### config.mk
export PLATFORM = sky130hd
export DESIGN_NAME = counter_sched
export DESIGN_NICKNAME = d
export VERILOG_FILES = /design/src/rtl/counter_sched_pkg.sv /design/src/rtl/counter_sched_counter.sv /design/src/rtl/counter_sched.sv
export SDC_FILE = /design/constraint.sdc
export NUM_CORES = 1
export LEC_CHECK = 0
export ABC_CLOCK_PERIOD_IN_PS = 2700
export BUFFER_PORTS_ARGS = -buffer_cell sky130_fd_sc_hd__buf_4
export CORE_AREA = 2 2 66 43
export CTS_CLUSTER_SIZE = 12
export DETAILED_ROUTE_END_ITERATION = 7
export DIE_AREA = 0 0 68 45
export HOLD_SLACK_MARGIN = 0.08
export PLACE_DENSITY = 0.8
export SLEW_MARGIN = 5
export SYNTH_ARGS = -nofsm -noshare
export SYNTH_HDL_FRONTEND = slang
export SYNTH_SLANG_ARGS = --single-unit
### constraint.sdc
create_clock -name clk -period 2.7 [get_ports clk]
set_input_delay 0.54 -clock clk [delete_from_list [all_inputs] [get_ports clk]]
set_output_delay 0.54 -clock clk [all_outputs]
set_load 0.05 [all_outputs]
### src/rtl/counter_sched_pkg.sv
// counter_sched_pkg
//   Definitions shared by the counter scheduler and its counter datapath:
//   the scheduler FSM state encoding, the direction constants, and a
//   ceiling-log2 helper used to size the requester ID.
package counter_sched_pkg;

  typedef enum logic [1:0] {
    ST_IDLE = 2'd0,
    ST_RUN  = 2'd1,
    ST_CLR  = 2'd2,
    ST_DONE = 2'd3
  } sched_state_t;

  localparam logic DIR_UP   = 1'b1;
  localparam logic DIR_DOWN = 1'b0;

  // Ceiling log2 for elaboration-time sizing; clog2(1) is 0.
  function automatic int clog2(input int n);
    int r;
    r = 0;
    while ((1 << r) < n) r++;
    return r;
  endfunction

endpackage

### src/rtl/counter_sched_counter.sv
// updown_wrap_counter
//   WIDTH-bit up/down counter with modular wrap-around and a synchronous
//   parallel load. Load has priority over counting.
// Ports:
//   clk      in   clock
//   reset    in   synchronous, active-high; clears count to 0
//   en       in   step the counter this cycle
//   up       in   1 = increment, 0 = decrement
//   load     in   load load_val this cycle
//   load_val in   WIDTH value to load
//   count    out  WIDTH current count
module updown_wrap_counter #(
  parameter int WIDTH = 4
) (
  input  logic             clk,
  input  logic             reset,
  input  logic             en,
  input  logic             up,
  input  logic             load,
  input  logic [WIDTH-1:0] load_val,
  output logic [WIDTH-1:0] count
);

  logic [WIDTH-1:0] r_count;

  // NOTE: clocked state is always assigned with <= so every flop samples
  // the pre-edge values of its peers, independent of statement order.
  always_ff @(posedge clk) begin
    if (reset) begin
      r_count <= '0;
    end else if (load) begin
      r_count <= load_val;
    end else if (en) begin
      // Plain WIDTH-bit add/subtract: all-ones + 1 wraps to 0 and
      // 0 - 1 wraps to all-ones without any extra compare.
      r_count <= up ? r_count + WIDTH'(1) : r_count - WIDTH'(1);
    end
  end

  assign count = r_count;

endmodule

### src/rtl/counter_sched.sv
// counter_sched
//   Round-robin scheduler sharing one up/down wrap-around counter among
//   NUM_REQ requesters. A granted job steps the counter len times in its
//   direction (len = 0 means clear: load 0 for up, all-ones for down),
//   then done pulses for one cycle with the owner's ID.
// Ports:
//   clk        in   clock
//   reset      in   synchronous, active-high; aborts any job
//   req_valid  in   NUM_REQ        per-requester job pending
//   req_dir    in   NUM_REQ        per-requester direction, 1 = up
//   req_len    in   NUM_REQ*LEN_W  packed lengths, requester i at [i*LEN_W +: LEN_W]
//   grant      out  NUM_REQ        one-hot accept strobe, only in IDLE
//   busy       out  1              high in every state except IDLE
//   done       out  1              one-cycle job completion pulse
//   done_id    out  ID_W           owner of the completed job
//   count      out  WIDTH          shared counter value
module counter_sched
  import counter_sched_pkg::*;
#(
  parameter int NUM_REQ = 4,
  parameter int WIDTH   = 4,
  parameter int LEN_W   = 4,
  parameter int ID_W    = clog2(NUM_REQ)
) (
  input  logic                     clk,
  input  logic                     reset,
  input  logic [NUM_REQ-1:0]       req_valid,
  input  logic [NUM_REQ-1:0]       req_dir,
  input  logic [NUM_REQ*LEN_W-1:0] req_len,
  output logic [NUM_REQ-1:0]       grant,
  output logic                     busy,
  output logic                     done,
  output logic [ID_W-1:0]          done_id,
  output logic [WIDTH-1:0]         count
);

  sched_state_t     r_state;
  logic [ID_W-1:0]  r_last_winner;
  logic [ID_W-1:0]  r_id;
  logic             r_dir;
  logic [LEN_W-1:0] r_remain;
  logic             r_done;
  logic [ID_W-1:0]  r_done_id;

  logic             w_found;
  logic [ID_W-1:0]  w_win_idx;
  logic [LEN_W-1:0] w_win_len;
  int               w_idx;

  // ---------------------------------------------------------------------
  // Round-robin arbiter: scan from last_winner+1 around the ring and take
  // the first pending requester. Reset puts last_winner at NUM_REQ-1 so
  // requester 0 is checked first.
  // ---------------------------------------------------------------------
  // NOTE: every variable written here gets a default before any condition,
  // so no path leaves a value held and no latch is inferred.
  always_comb begin
    w_found   = 1'b0;
    w_win_idx = '0;
    w_idx     = 0;
    for (int i = 1; i <= NUM_REQ; i++) begin
      w_idx = int'(r_last_winner) + i;
      if (w_idx >= NUM_REQ) w_idx = w_idx - NUM_REQ;
      if (!w_found && req_valid[w_idx]) begin
        w_found   = 1'b1;
        w_win_idx = w_idx[ID_W-1:0];
      end
    end
  end

  assign w_win_len = req_len[w_win_idx*LEN_W +: LEN_W];

  // Accepting edge is any IDLE cycle with a winner; the strobe is decoded
  // from state so a held req_valid cannot win again during DONE.
  assign grant = (r_state == ST_IDLE && w_found) ? (NUM_REQ'(1) << w_win_idx)
                                                 : '0;

  // ---------------------------------------------------------------------
  // Scheduler FSM
  // ---------------------------------------------------------------------
  always_ff @(posedge clk) begin
    if (reset) begin
      r_state       <= ST_IDLE;
      r_last_winner <= ID_W'(NUM_REQ - 1);
      r_id          <= '0;
      r_dir         <= DIR_DOWN;
      r_remain      <= '0;
      r_done        <= 1'b0;
      r_done_id     <= '0;
    end else begin
      r_done <= 1'b0;
      case (r_state)
        ST_IDLE: begin
          if (w_found) begin
            r_dir         <= req_dir[w_win_idx];
            r_remain      <= w_win_len;
            r_id          <= w_win_idx;
            r_last_winner <= w_win_idx;
            r_state       <= (w_win_len != '0) ? ST_RUN : ST_CLR;
          end
        end
        ST_RUN: begin
          r_remain <= r_remain - LEN_W'(1);
          if (r_remain == LEN_W'(1)) begin
            r_state   <= ST_DONE;
            r_done    <= 1'b1;
            r_done_id <= r_id;
          end
        end
        ST_CLR: begin
          r_state   <= ST_DONE;
          r_done    <= 1'b1;
          r_done_id <= r_id;
        end
        ST_DONE: begin
          r_state <= ST_IDLE;
        end
        default: begin
          r_state <= ST_IDLE;
        end
      endcase
    end
  end

  // ---------------------------------------------------------------------
  // Counter datapath: steps in RUN, loads the clear value in CLR.
  // ---------------------------------------------------------------------
  logic             w_cnt_en;
  logic             w_cnt_load;
  logic [WIDTH-1:0] w_clr_val;

  assign w_cnt_en   = (r_state == ST_RUN);
  assign w_cnt_load = (r_state == ST_CLR);
  assign w_clr_val  = (r_dir == DIR_UP) ? '0 : '1;

  updown_wrap_counter #(
    .WIDTH (WIDTH)
  ) u_counter (
    .clk      (clk),
    .reset    (reset),
    .en       (w_cnt_en),
    .up       (r_dir),
    .load     (w_cnt_load),
    .load_val (w_clr_val),
    .count    (count)
  );

  assign busy    = (r_state != ST_IDLE);
  assign done    = r_done;
  assign done_id = r_done_id;

endmodule

==> impl_metrics.py, run 1 <==
metrics = {
    "outcome": {
        "status": "completed",
    },
    "yosys": {
        "synth_area_mm2": 0.001250,
        "synthCells": 151,
        "ys_ff_latch": 18,
        "ys_seq_area_frac": 0.2883,
        "synth.lib_cells_used.distinct": 41,
        "yosys_warnings": 0,
        "synthesis.nets": 186,
        "syn_avg_cell_area_um2": 8.278,
    },
    "grt": {
        "grt_pass1_vias": 1170,
        "gr-usage-all-layers": 0.2228,
        "antenna_found_initial": 0,
        "grt_max_degree": 17,
        "overflow": 0,
        "grt_pass1_wl_um": 5050,
    },
    "power_and_ir_drop": {
        "power.density_mw_per_mm2": 1137,
        "irDropWorstVdd_mv": 0.7616,
        "total_power_mw": 1.823,
        "p_leak_nw": 0.7547,
    },
    "setup_path": {
        "critical_path_class": "flip-flop to output pin",
        "arrival_ps": 1820,
        "required_ps": 2160,
        "crit_path_max_fanout": 6,
        "worst_setup_path_end_kind": "output pin",
        "startpoint_type": "flip-flop",
    },
    "final_layout": {
        "fin_nets": 224,
        "nFillCells": 206,
        "synthToLayoutAreaGrowth_pct": 28.33,
        "drive_gt1_frac": 0.2713,
        "multi_input_area_um2": 825.8,
        "stdcell_count": 220,
        "regArea_um2": 360.3,
        "insertedDiodeCount": 0,
        "utilization": 0.6636,
    },
    "cts": {
        "clkLatencyLatePin_ps": 250,
        "ctsResizeCount": 0,
        "h-tree-depth": 1,
        "numCtsBuffers": 3,
        "clock-sinks": 18,
        "root_buffer": "clkbuf_8",
        "hold_buffers": 0,
        "ctsLongestPathBuffers": 2,
        "clkTransAtPathRegs_ps": 70,
        "cts_tree": "built",
        "cts_setup_buffers": 0,
    },
    "hold_path": {
        "hold_class": "flip-flop to flip-flop",
    },
    "drt": {
        "drc": 0,
        "drt_iter0_markers": 88,
        "wirelength_um": 3138,
        "routedWlPerCell_um": 14.26,
        "num_vias": 1239,
        "vias_per_cell": 5.632,
        "drtAntennaViolNets": 0,
        "drt-pass1-iter-count": 4,
    },
    "timing": {
        "fin_crit_sh": 0.8755,
        "max_freq_ghz": 0.4230,
        "max_slew_margin": 0.5722,
        "setup_viol": 0,
        "tightestPinTransition_ps": 637.5,
        "setup_slack_ps": 336.2,
        "clock_skew_ps": 0.9047,
        "maxSlewViolCount": 0,
        "tns_ps": 0,
        "rsz0062_at_grt": "false",
        "hold_violations": 0,
        "fin_crit_ps": 2364,
    },
    "floorplan": {
        "num_io_pins": 38,
        "fp-row-count": 14,
        "start_util": 0.5171,
        "die_y_um": 45,
        "core_mm2": 0.002417,
        "die_area_mm2": 0.003060,
        "dieWidth_um": 68,
    },
    "placed_design": {
        "place_congestion": 0.8349,
        "hpwlAfterDp_um": 2530,
        "portBuffers": 37,
        "dp_slack_ps": 375.2,
        "dp_cells": 216,
    },
    "run": {
        "drv_cap": 0,
    },
}
## per-layer routing
layer / wire (µm) / track usage / vias up
li1: - / - / 614
met5: 0 / 0 / -
met4: 22 / 0.05600 / 0
met3: 131 / 0.05486 / 4
met2: 1548 / 0.4039 / 38
met1: 1435 / 0.2667 / 583
## worst max-delay path, stage by stage (launching register included)
cell and delay [ps]:
dfxtp_1 320, inv_1 130, ha_1 250, inv_1 70
nor2_1 310, nand2_1 150, nor2_1 130, buf_4 210
## registers in the layout (all words and copies together) (netlist names)
| signal | cells |
|---|---|
| done | 1 |
| done_id | 2 |
| r_dir | 1 |
| r_id | 2 |
| r_last_winner | 2 |
| r_remain | 4 |
| r_state | 2 |
| u_counter.count | 4 |
## final timing paths
check | from | to | slack, ps | depth (start not counted)
worst min register to register | r_id[1] | r_id[1] | 480 | 2
worst min-delay path | r_id[1] | r_id[1] | 480 | 2
worst max register to register | r_last_winner[0] | r_state[0] | 630 | 8
worst max-delay path | r_state[1] | grant[0] | 340 | 7
## synthesized netlist by cell type (all sizes together)
cell type | n | area (µm²)
mux2i | 11 | 110.1
o21ai | 6 | 30.02
o21a | 2 | 15.01
mux2 | 6 | 71.31
inv | 10 | 37.54
a311oi | 1 | 8.760
a211oi | 1 | 7.510
nand2 | 16 | 60.06
o221ai | 1 | 8.760
o32ai | 1 | 16.27
a31oi | 1 | 6.260
nand3b | 1 | 7.510
clkbuf | 4 | 15.01
o22ai | 1 | 6.260
o211a | 1 | 10.01
nand4 | 1 | 6.260
dfxtp | 18 | 360.4
nand3 | 1 | 5.000
buf | 1 | 11.26
xnor2 | 1 | 8.760
a21oi | 14 | 70.07
nor3 | 5 | 30.03
a22oi | 1 | 7.510
a21boi | 1 | 7.510
o211ai | 4 | 30.03
ha | 8 | 100.1
a221oi | 1 | 15.01
nand2b | 6 | 37.54
or3 | 2 | 12.51
or4 | 1 | 7.510
nor2 | 16 | 60.06
a32o | 1 | 10.01
nor4 | 2 | 12.51
a21o | 1 | 7.510
o221a | 1 | 11.26
fa | 1 | 20.02
o22a | 1 | 8.760
## where the power goes
part | internal [mW] | total, mW | switching (mW)
Combinational | 0.457 | 1.17 | 0.710
Clock | 0.130 | 0.220 | 0.0904
Sequential | 0.356 | 0.437 | 0.0802
## per-stage QoR
step,cell area (µm²),hold slack (ps)
after CTS,1604,491.0
after global placement,1549,456.7
after floorplan,1250,435.7
final,1604,478.4
after detailed placement,1549,481.1
after global routing,1604,512.6
## cell usage in the layout, fill, tap and decap left out, types with 2 or more instances in the layout
cell type and instances:
a21oi_1 14, buf_4 38, clkbuf_8 4, dfxtp_1 18, ha_1 8, inv_1 10, mux2_2 4, mux2i_1 11
nand2_1 16, nand2b_1 6, nor2_1 16, nor3_1 4, nor4_1 2, o211ai_1 4, o21a_1 2, o21ai_0 5
or3_1 2
## cell type report
type,count,share of cell area
Timing Repair Buffer,38,0.1778
Tap cell,32,0.02496
Sequential cell,18,0.2246
Clock buffer,4,0.03432
Multi-Input combinational cell,118,0.5148
Inverter,10,0.02340
## cells by family after synthesis
| logic type | share of synthesized area |
|---|---|
| and+or+nand+nor | 0.1912 |
| AOI/OAI and AO/OA | 0.2212 |
| DFF | 0.2883 |
| muxes | 0.1451 |
| buffers and inverters | 0.05105 |
| adders and majority gates | 0.09610 |
| xor gates and xnor gates | 0.007008 |
(Power assumes the default switching activity.)
==> inputs of run 2 (changes only) <==
--- a/config.mk
+++ b/config.mk
@@ -5,14 +5,15 @@
 export SDC_FILE = /design/constraint.sdc
 export NUM_CORES = 1
 export LEC_CHECK = 0
+export ABC_AREA = 1
 export ABC_CLOCK_PERIOD_IN_PS = 2700
 export BUFFER_PORTS_ARGS = -buffer_cell sky130_fd_sc_hd__buf_4
-export CORE_AREA = 2 2 66 43
+export CORE_AREA = 2 2 70 46
 export CTS_CLUSTER_SIZE = 12
 export DETAILED_ROUTE_END_ITERATION = 7
-export DIE_AREA = 0 0 68 45
+export DIE_AREA = 0 0 72 48
 export HOLD_SLACK_MARGIN = 0.08
-export PLACE_DENSITY = 0.8
+export PLACE_DENSITY = 0.82
 export SLEW_MARGIN = 5
 export SYNTH_ARGS = -nofsm -noshare
 export SYNTH_HDL_FRONTEND = slang
==> run 2 against run 1 <==
Non-clock buffer count increased by 6. Die area increased by 13%. Wire length increased by 19%. Critical path type unchanged. Via count increased by 27%. Count of clock-buffer cells in the layout unchanged.
==> impl_metrics.py, run 2 <==
metrics = {
    "cts": {
        "numCtsBuffers": 3,
        "clkLatencyLatePin_ps": 260,
        "cts_tree": "built",
        "clock-sinks": 18,
        "root_buffer": "clkbuf_8",
        "clkTransAtPathRegs_ps": 70,
        "ctsLongestPathBuffers": 2,
        "h-tree-depth": 1,
    },
    "timing": {
        "max_slew_margin": 0.7054,
        "tns_ps": 0,
        "maxSlewViolCount": 0,
        "setup_slack_ps": 126.7,
        "clock_skew_ps": 2.481,
        "fin_crit_sh": 0.9531,
        "tightestPinTransition_ps": 437.3,
        "max_freq_ghz": 0.3886,
        "fin_crit_ps": 2573,
        "setup_viol": 0,
        "hold_violations": 0,
    },
    "grt": {
        "met3_usage": 0.05053,
        "overflow": 0,
        "gr-usage-all-layers": 0.2291,
        "antenna_found_initial": 0,
        "grt_max_degree": 12,
        "grt_pass1_wl_um": 6085,
        "grt.busiest_layer": "met2",
        "met2_usage": 0.3630,
        "met1_usage": 0.3304,
        "grt_pass1_vias": 1385,
    },
    "yosys": {
        "async_flop_share": 0,
        "synth-edff-count": 0,
        "synth_top_area_cell": "dfxtp_1",
        "yosys.area_share.xor_xnor": 0.02295,
        "synth_area_mm2": 0.001526,
        "synthMuxAreaShare": 0,
        "synth.lib_cells_used.distinct": 32,
        "synth_area_leaders": "dfxtp_1, nand2_1, inv_1, ha_1, nand3_1",
        "synth_common_cells": "nand2_1, inv_1, dfxtp_1, nand3_1",
        "synth_compound_area_frac": 0.1533,
        "synth-simple-area-share": 0.3754,
        "synth_ff_type": "dfxtp_1",
        "syn_avg_cell_area_um2": 6.580,
        "ys_seq_area_frac": 0.2361,
        "synthAdderAreaFrac": 0.07869,
        "synthesis.nets": 267,
        "synth_top_family_by_area": "simple AND/OR/NAND/NOR gates",
        "ys_ff_latch": 18,
        "synth_most_common_cell": "nand2_1",
        "synthCells": 232,
        "yosys_warnings": 0,
        "synth_top_area_frac": 0.2361,
    },
    "final_layout": {
        "layout.cells.most_common": "nand2_1",
        "nFillCells": 231,
        "insertedDiodeCount": 0,
        "synthToLayoutAreaGrowth_pct": 29.18,
        "fin_nets": 313,
        "drive_gt1_frac": 0.3141,
        "mostFrequentLayoutCells": "nand2_1, inv_1, buf_4",
        "multi_input_area_um2": 989.7,
        "regArea_um2": 361.6,
        "utilization": 0.7147,
    },
    "drt": {
        "routedWlPerCell_um": 12.03,
        "drtAntennaViolNets": 0,
        "drt-pass1-iter-count": 4,
        "wirelength_um": 3740,
        "drt_iter0_markers": 83,
        "vias_per_cell": 5.077,
        "num_vias": 1579,
        "drc": 0,
    },
    "setup_path": {
        "required_ps": 2160,
        "ff2ff_path_depth": 18,
        "timing.rr.end": "r_state[0]",
        "startpoint_type": "flip-flop",
        "cp_common_cell": "nand2_2",
        "regToRegSetupSlack_ps": 500,
        "worst_setup_path_end_kind": "output pin",
        "path_cells": "buf_6 > inv_6 > nand2_2 > nand3_1 > nand2_2 > nor2_4 > nand3_4 > nand3_1 > nand2_2 > inv_2 > nand2_1 > nor2_2 > buf_6",
        "slowest_stage": "dfxtp_1",
        "crit_path_max_fanout": 10,
        "critical_path_class": "flip-flop to output pin",
        "arrival_ps": 2030,
        "max_stage_delay_ps": 310,
        "reg2reg_from": "r_last_winner[0]",
    },
    "floorplan": {
        "core_mm2": 0.002759,
        "fp-row-count": 15,
        "num_io_pins": 38,
        "die_area_mm2": 0.003456,
        "die_y_um": 48,
        "dieWidth_um": 72,
        "start_util": 0.5533,
    },
    "hold_path": {
        "hold_path_depth": 2,
        "holdPathEnd": "r_id[1]",
        "hold_class": "flip-flop to flip-flop",
        "hold_path_startpoint": "r_id[1]",
    },
    "placed_design": {
        "place_congestion": 0.8908,
        "hpwlAfterDp_um": 2936,
        "portBuffers": 37,
        "dp_slack_ps": 135.2,
    },
    "outcome": {
        "status": "completed",
    },
    "run": {
        "drv_cap": 0,
    },
}
## run 2: logic make-up (layout without fill, tap and decap cells)
group	after synthesis	after routing
xor gates and xnor gates	4	4
AOI/OAI and AO/OA	37	37
and+or+nand+nor	116	116
DFF	18	18
adders and majority gates	9	9
buffers and inverters	48	93
## run 2: worst max path at each step
stage	startpoint	to	cells after the start
2_1_floorplan	req_valid[3]	grant[0]	11
3_3_place_gp	req_valid[3]	grant[0]	13
3_5_place_dp	req_valid[3]	grant[2]	13
4_1_cts	r_last_winner[0]	grant[2]	14
5_1_grt	r_last_winner[0]	grant[3]	14
6_report	r_last_winner[0]	grant[3]	13
## run 2: layout make-up
type | instances | share of cell area
timing repair buffer | 44 | 0.1770
tap | 34 | 0.02157
clock buffer | 4 | 0.02792
sequential | 18 | 0.1834
multi-input combinational | 166 | 0.5019
inverter | 45 | 0.08820
## run 2: stage by stage
stage / hold WS [ps] / instance area, µm² / cells
after floorplan: 445.7 / 1529 / 232
after global placement: 460.3 / 1864 / 306
after detailed placement: 473.6 / 1864 / 306
after CTS: 482.5 / 1919 / 310
after global routing: 513.5 / 1972 / 311
final: 487.8 / 1972 / 311
## run 2: metal layers
metal | wire [µm] | vias up
met5 | 0 | -
met1 | 1969 | 705
met2 | 1478 | 43
met3 | 279 | 4
li1 | - | 827
met4 | 13 | 0
## run 2: what timing repair did
item / CTS / global route
setup endpoints to repair: 0 / 4
buffers inserted: 0 / 1
gates resized for setup: 0 / 13
hold buffers: 0 / 0
## run 2: critical path: cells and delay by family (launching register included)
family / cells / cell delay (ps)
buffers and inverters: 4 / 500
DFF: 1 / 310
and+or+nand+nor: 9 / 960
Power of run 2 is left out: the tool's default activity adds up to more than one toggle a clock period on the data nets, which glitch-free logic cannot reach.
==> inputs of run 3 (changes only) <==
--- a/config.mk
+++ b/config.mk
@@ -14,6 +14,7 @@
 export DIE_AREA = 0 0 72 48
 export HOLD_SLACK_MARGIN = 0.08
 export PLACE_DENSITY = 0.82
+export RECOVER_POWER = 50
 export SLEW_MARGIN = 5
 export SYNTH_ARGS = -nofsm -noshare
 export SYNTH_HDL_FRONTEND = slang
==> run 3 against run 2 <==
Sequential share of layout area up 0.28 points. Core utilization fell by 1.1 points. Worst hold slack about the same. Critical path depth stayed put. Flip-flop and latch count did not move. Cell area down 1.5%. First-iteration DRC count decreased by 2.4%. Count of clock-buffer cells in the layout unchanged. Global-route usage is the same. Maximum frequency about the same. Final cell count unchanged.
==> impl_metrics.py, run 3 (synthesis gave the netlist of run 2 again) <==
metrics = {
    "cts": {
        "clkTransAtPathRegs_ps": 70,
        "hold_buffers": 0,
        "numCtsBuffers": 3,
        "clock-sinks": 18,
        "root_buffer": "clkbuf_8",
        "cts_tree": "built",
        "clkLatencyLatePin_ps": 260,
        "h-tree-depth": 1,
        "ctsLongestPathBuffers": 2,
    },
    "drt": {
        "drc": 0,
        "vias_per_cell": 5.068,
        "num_vias": 1576,
        "drt_iter0_markers": 81,
        "wirelength_um": 3739,
        "drtAntennaViolNets": 0,
        "routedWlPerCell_um": 12.02,
        "drt-pass1-iter-count": 4,
    },
    "final_layout": {
        "synthToLayoutAreaGrowth_pct": 27.21,
        "nFillCells": 240,
        "insertedDiodeCount": 0,
        "fin_nets": 313,
        "drive_gt1_frac": 0.2852,
        "mostFrequentLayoutCells": "nand2_1, inv_1, buf_4",
        "final_area_mm2": 0.001942,
        "layout.cells.most_common": "nand2_1",
        "multi_input_area_um2": 989.7,
        "regArea_um2": 361.6,
    },
    "hold_path": {
        "hold_class": "flip-flop to flip-flop",
        "hold_path_startpoint": "r_id[1]",
    },
    "setup_path": {
        "crit_path_max_fanout": 10,
        "startpoint_type": "flip-flop",
        "required_ps": 2160,
        "critical_path_class": "flip-flop to output pin",
        "max_stage_delay_ps": 310,
        "worst_setup_path_end_kind": "output pin",
        "reg2reg_from": "r_last_winner[0]",
        "slowest_stage": "dfxtp_1",
        "cp_common_cell": "nand2_2",
        "crit_buf_inv": 4,
        "arrival_ps": 2030,
        "startpoint": "r_last_winner[0]",
        "cp_top_family": "simple AND/OR/NAND/NOR gates",
        "path_cells": "buf_6 > inv_6 > nand2_2 > nand3_1 > nand2_2 > nor2_4 > nand3_4 > nand3_1 > nand2_2 > inv_2 > nand2_1 > nor2_2 > buf_6",
    },
    "floorplan": {
        "start_util": 0.5533,
        "die_y_um": 48,
        "fp-row-count": 15,
        "dieWidth_um": 72,
        "core_mm2": 0.002759,
        "die_area_mm2": 0.003456,
        "num_io_pins": 38,
    },
    "grt": {
        "grt_max_degree": 12,
        "gr-usage-all-layers": 0.2291,
        "grt_pass1_wl_um": 6085,
        "grt_pass1_vias": 1385,
        "overflow": 0,
        "antenna_found_initial": 0,
    },
    "timing": {
        "maxSlewViolCount": 0,
        "fin_crit_sh": 0.9531,
        "hold_violations": 0,
        "max_freq_ghz": 0.3886,
        "max_slew_margin": 0.6011,
        "setup_viol": 0,
        "tightestPinTransition_ps": 600.9,
        "fin_crit_ps": 2573,
        "clock_skew_ps": 2.540,
    },
    "placed_design": {
        "portBuffers": 37,
        "place_congestion": 0.8908,
        "hpwlAfterDp_um": 2936,
        "placed_cell_area_mm2": 0.001864,
    },
    "outcome": {
        "status": "completed",
    },
    "run": {
        "drv_cap": 0,
    },
}
==> run 3: changes by cell type in the layout (fill, tap and decap cells not counted), sizes merged <==
cell    delta
clkbuf     +8
buf        -8
==> run 3: what timing repair did <==
item,in CTS,in global routing
resized for setup,0,13
setup buffers,0,1
setup endpoints to repair,0,4
==> run 3: worst reg2reg max path, stage by stage (launching register included) <==
cell and delay [ps]:
dfxtp_1 310, buf_6 140, inv_6 100, nand2_2 60
nand3_1 110, nand2_2 100, nor2_4 170, nand3_4 110
nand2_2 100, nand2_4 80, nand2_4 80, buf_4 180
nand2_1 70, nand3_1 90, nand2_2 70, nor2_2 110
nand3_2 90, nand3_1 80, a21oi_1 60
==> run 3: worst paths after layout <==
check / cells after the start / end / slack (ps)
max reg2reg: 18 / r_state[0] / 500
min: 2 / r_id[1] / 490
max: 13 / grant[3] / 130
min reg2reg: 2 / r_id[1] / 490
==> run 3: cell type report <==
type	count	share of cell area
Multi-Input combinational cell	166	0.5097
Timing Repair Buffer	44	0.1643
Inverter	45	0.08956
Sequential cell	18	0.1862
Tap cell	34	0.02191
Clock buffer	4	0.02835
==> run 3: metal layers <==
| layer | wire, µm | share of wire | up-vias | track usage |
|---|---|---|---|---|
| met4 | 13 | 0.0035 | 0 | 0.03396 |
| met5 | 0 | 0 | - | 0 |
| met3 | 277 | 0.074 | 4 | 0.05053 |
| met2 | 1473 | 0.39 | 43 | 0.3630 |
| met1 | 1975 | 0.53 | 703 | 0.3304 |
| li1 | - | - | 826 | - |
==> run 3: metrics by stage <==
step	hold WS, ps	setup TNS [ps]	setup slack [ps]	instances	util
global route	513.5	-22.62	-22.62	311	0.7039
detailed placement	473.6	0	135.2	306	0.6757
CTS	482.5	0	21.01	310	0.6957
floorplan	445.7	0	2.085	232	-
global placement	460.3	0	228.5	306	0.6757
finish	487.8	0	126.6	311	0.7039
Power of run 3 is left out for the same reason.
